[config.mk]
export PLATFORM = sky130hd
export DESIGN_NAME = mac_tap_sequencer
export DESIGN_NICKNAME = d
export VERILOG_FILES = /design/src/rtl/mac_tap_sequencer.sv
export SDC_FILE = /design/constraint.sdc
export NUM_CORES = 1
export LEC_CHECK = 0
export BUFFER_PORTS_ARGS = -buffer_cell sky130_fd_sc_hd__buf_4
export CAP_MARGIN = 10
export CORE_AREA = 2 2 71 73
export DETAILED_ROUTE_END_ITERATION = 7
export DIE_AREA = 0 0 73 75
export PLACE_DENSITY = 0.78
export SLEW_MARGIN = 40
export SYNTH_ARGS = -nofsm -noshare
export SYNTH_HDL_FRONTEND = slang
export SYNTH_SLANG_ARGS = --single-unit
[constraint.sdc]
create_clock -name clk -period 1.93 [get_ports clk]
set_input_delay 0.193 -clock clk [delete_from_list [all_inputs] [get_ports clk]]
set_output_delay 0.193 -clock clk [all_outputs]
set_load 0.1 [all_outputs]
[src/rtl/mac_tap_sequencer.sv]
// Sequences one multiply-accumulate unit through a TAPS-long dot product and
// returns the final sum over a valid/ready handshake.
module mac_tap_sequencer #(
    parameter int unsigned DATA_WIDTH = 16,
    parameter int unsigned TAPS       = 9,
    parameter int unsigned AW         = $clog2(TAPS)
) (
    input  logic                  clk,
    input  logic                  rst_n,
    input  logic                  start,
    input  logic [DATA_WIDTH-1:0] bias_i,
    output logic                  busy,
    output logic                  rd_en,
    output logic [AW-1:0]         rd_addr,
    input  logic [DATA_WIDTH-1:0] win_rdata,
    input  logic [DATA_WIDTH-1:0] wt_rdata,
    output logic                  unit_en,
    output logic [DATA_WIDTH-1:0] unit_data,
    output logic [DATA_WIDTH-1:0] unit_weight,
    output logic [DATA_WIDTH-1:0] unit_bias,
    input  logic [DATA_WIDTH-1:0] unit_result,
    output logic                  out_valid,
    input  logic                  out_ready,
    output logic [DATA_WIDTH-1:0] out_data
);

    localparam logic [AW-1:0] LAST_ADDR = AW'(TAPS - 1);

    typedef enum logic [1:0] {
        IDLE  = 2'd0,
        RUN   = 2'd1,
        DRAIN = 2'd2,
        HOLD  = 2'd3
    } state_t;

    state_t                state;
    state_t                state_nxt;
    logic                  rd_en_nxt;
    logic [AW-1:0]         rd_addr_nxt;
    logic                  busy_nxt;
    logic                  out_valid_nxt;
    logic                  bias_load;
    logic                  v_d;
    logic                  first_d;
    logic [DATA_WIDTH-1:0] bias_reg;

    // Next-state and next-output decode
    always_comb begin
        state_nxt     = state;
        rd_en_nxt     = rd_en;
        rd_addr_nxt   = rd_addr;
        busy_nxt      = busy;
        out_valid_nxt = out_valid;
        bias_load     = 1'b0;
        case (state)
            IDLE: begin
                if (start) begin
                    bias_load   = 1'b1;
                    rd_en_nxt   = 1'b1;
                    rd_addr_nxt = '0;
                    busy_nxt    = 1'b1;
                    state_nxt   = RUN;
                end
            end
            RUN: begin
                if (rd_addr == LAST_ADDR) begin
                    rd_en_nxt = 1'b0;
                    state_nxt = DRAIN;
                end else begin
                    rd_addr_nxt = rd_addr + AW'(1);
                end
            end
            DRAIN: begin
                // Last tap is in the unit this cycle; its sum lands on the next edge
                if (v_d) begin
                    out_valid_nxt = 1'b1;
                    state_nxt     = HOLD;
                end
            end
            HOLD: begin
                if (out_ready) begin
                    out_valid_nxt = 1'b0;
                    busy_nxt      = 1'b0;
                    state_nxt     = IDLE;
                end
            end
            default: state_nxt = IDLE;
        endcase
    end

    always_ff @(posedge clk or negedge rst_n) begin
        if (!rst_n) begin
            state     <= IDLE;
            rd_en     <= 1'b0;
            rd_addr   <= '0;
            busy      <= 1'b0;
            out_valid <= 1'b0;
            v_d       <= 1'b0;
            first_d   <= 1'b0;
            bias_reg  <= '0;
        end else begin
            state     <= state_nxt;
            rd_en     <= rd_en_nxt;
            rd_addr   <= rd_addr_nxt;
            busy      <= busy_nxt;
            out_valid <= out_valid_nxt;
            v_d       <= rd_en;
            first_d   <= rd_en && (rd_addr == '0);
            if (bias_load) begin
                bias_reg <= bias_i;
            end
        end
    end

    // Memory-latency-aligned unit drive; unit_result chains back as the running sum
    assign unit_en     = v_d;
    assign unit_data   = win_rdata;
    assign unit_weight = wt_rdata;
    assign unit_bias   = first_d ? bias_reg : unit_result;
    assign out_data    = unit_result;

endmodule

==> reports/summary.txt <==
Run status: finished clean
Met2 WL post-DR: 1.69 mm
Max Used Layer: met4
Final TNS setup: 0 ns
Clock Tree Root: clkbuf_8
First-pass GRT wire length: 5.15 mm
Starting Density: 38.6%
Worst r2r src: state[0]$_DFFE_PN0P_
Vias in the first global route: 1097
Total CTS buffers: 3
Worst hold slack: 0.152 ns
Ports: 140
Initial antenna violation count: 0
Relative slew slack: 72.2%
Synth cell types: 26
Layout Utilization: 45.3%
Net count, final: 269
H-tree depth: 1
Largest fanout on the critical path: 16
Flops & latches, synth: 27
Final hold violation count: 0
Adder-Cell Fraction of Synth Area: 4.17%
DR WL met3: 407 um
Antenna Cells: 0
Area growth, synth to finish: 17.2%
Setup-failing EPs final: 0
Tot GR Track Use: 12.2%
Die area: 0.00548 mm^2
Clock Sinks: 27
Fillers: 433
Area contributors post-synth: dfrtp_1 38%, buf_4 20%, mux2_2 20%, ha_1 4.2%, o21ai_0 3.9%
Dpl cell area: 0.00205 mm^2
Reg2reg path depth: 4
Critical path capture point type: flip-flop
Ratio of cells with drive above 1 in the final layout: 61.3%
Sequential-to-total area share from yosys stat: 37.6%
Fmax: 611 MHz
TritonCTS clock tree: built
Chip width: 73 um
HP Start: bias_i[5]
Setup Buffers After CTS: 0
Critical path class: reg2reg
Worst-Margin Slew: 0.417 ns
Met1 wire length: 1.36 mm
Vias per cell: 5.00
EDFF count, synth: 0
Main combinational cell family by area after synthesis: buffers and inverters
Setup repair after global routing missed its margin: false
Period utilisation layout: 84.8%
Hold Crit Endpoint: bias_reg[5]$_DFFE_PN0P_
Worst-Skew Late Latency: 0.26 ns
Congestion Overflow GR: 0
DRC: 0
Worst hold stages: 2
Wire length per cell: 14.1 um
Largest area contributor in the netlist: dfrtp_1
Worst endpoint required time: 2.09 ns
CTS max path bufs: 2
Mux cell area share after synthesis: 20.0%
Worst min-delay path class: in2reg
Synthesized area: 0.00180 mm^2
Core Region: 0.00466 mm^2
Pin count of the biggest net entering global routing: 28
Count of input and output buffers: 75
Cell Rows: 25
Post-route design area: 0.00211 mm^2
Share of the synthesized area in the top cell type: 37.6%
Max-cap violations: 0
Pins over their slew limit: 0
Routability cong.: 0.778
Max reg flops: 16
Die Ht: 75 um
Routed Antenna Nets: 0
DR pass1 iterations: 5
Syn Inst Count: 166
Simple-Gate Fraction of Synth Area: 8.07%
Arrival time worst endpoint: 1.79 ns
Post-synth top cells: 48 x buf_4, 32 x mux2_2, 27 x dfrtp_1
Count leader, synth: buf_4
Syn. warnings: 0
HPWL after detailed placement: 2.70 mm
Complex-gate fraction of the synthesized area: 7.72%
Reg2Reg Capture Point: bias_reg[0]$_DFFE_PN0P_
Worst setup SP type: flip-flop
Flop2flop setup slack: 0.29 ns
Worst-case clock skew: 0.00296 ns
Worst-path clk slew: 0.09 ns
Main synth FF type: dfrtp_1
Final wirelength: 3.49 mm
Clock period minus worst slack: 1.64 ns
Synth Net Count: 240
Asr flop ratio synth: 100%
Syn Area/Cell: 10.8 um^2
Routed vias: 1239
DRT iter0 DRCs: 48
Xor and xnor area share after synthesis: 0%
## layout make-up
cell class	count	area [um^2]	share of cell area, %
tap	54	67.6	3.20
sequential	27	678	32.1
timing repair buffer	77	581	27.5
inverter	5	18.8	0.890
clock buffer	4	45.0	2.14
multi-input combinational	81	719	34.1
## worst max path at each step
| stage | startpoint | endpoint | slack (ns) |
|---|---|---|---|
| 3_5_place_dp | state[0]$_DFFE_PN0P_ | bias_reg[8]$_DFFE_PN0P_ | 0.29 |
| 4_1_cts | state[0]$_DFFE_PN0P_ | bias_reg[8]$_DFFE_PN0P_ | 0.28 |
| 2_1_floorplan | rd_addr[3]$_DFFE_PN0P_ | state[0]$_DFFE_PN0P_ | 0.1 |
| 3_3_place_gp | state[0]$_DFFE_PN0P_ | bias_reg[0]$_DFFE_PN0P_ | 0.36 |
| 6_report | state[0]$_DFFE_PN0P_ | bias_reg[0]$_DFFE_PN0P_ | 0.29 |
| 5_1_grt | state[0]$_DFFE_PN0P_ | bias_reg[7]$_DFFE_PN0P_ | 0.15 |
## cell families after synthesis
group           count (synthesis)
buf+inv                        58
fa+ha+maj                       6
flops                          27
simple gates                   21
compound gates                 22
mux                            32
## metal layers
layer	track usage (%)	vias to the layer above
met3	3.35	4
met4	5.14	0
met1	14.2	588
li1	-	573
met5	0	-
met2	21.2	74
## placed cells by master, fill, tap and decap left out, types with 3 or more instances in the layout
cell type / count
ha_1: 6
nand2_1: 5
o21ai_0: 14
dfrtp_1: 25
nor2b_1: 3
buf_4: 76
inv_1: 5
a21oi_1: 4
clkbuf_8: 3
mux2_2: 32
## repair_timing
item / in CTS / in global routing
endpoints found under the hold margin: 27 / 0
resized for setup: 0 / 0
hold buffers: 1 / 0
## worst max-delay path, cell delays in order (launching register included)
cell	delay [ns]
dfrtp_1	0.41
inv_1	0.10
ha_1	0.34
nand2_2	0.31
mux2_2	0.36
## through the flow
stage                     cells  worst slack, ns
after detailed placement    243            0.286
after global routing        248            0.154
after CTS                   248            0.278
after global placement      243            0.356
final                       248            0.293
after floorplan             166           0.0961
Power is not shown: default switching activity piles up to over one toggle a cycle in this logic, so the estimate is an artifact.
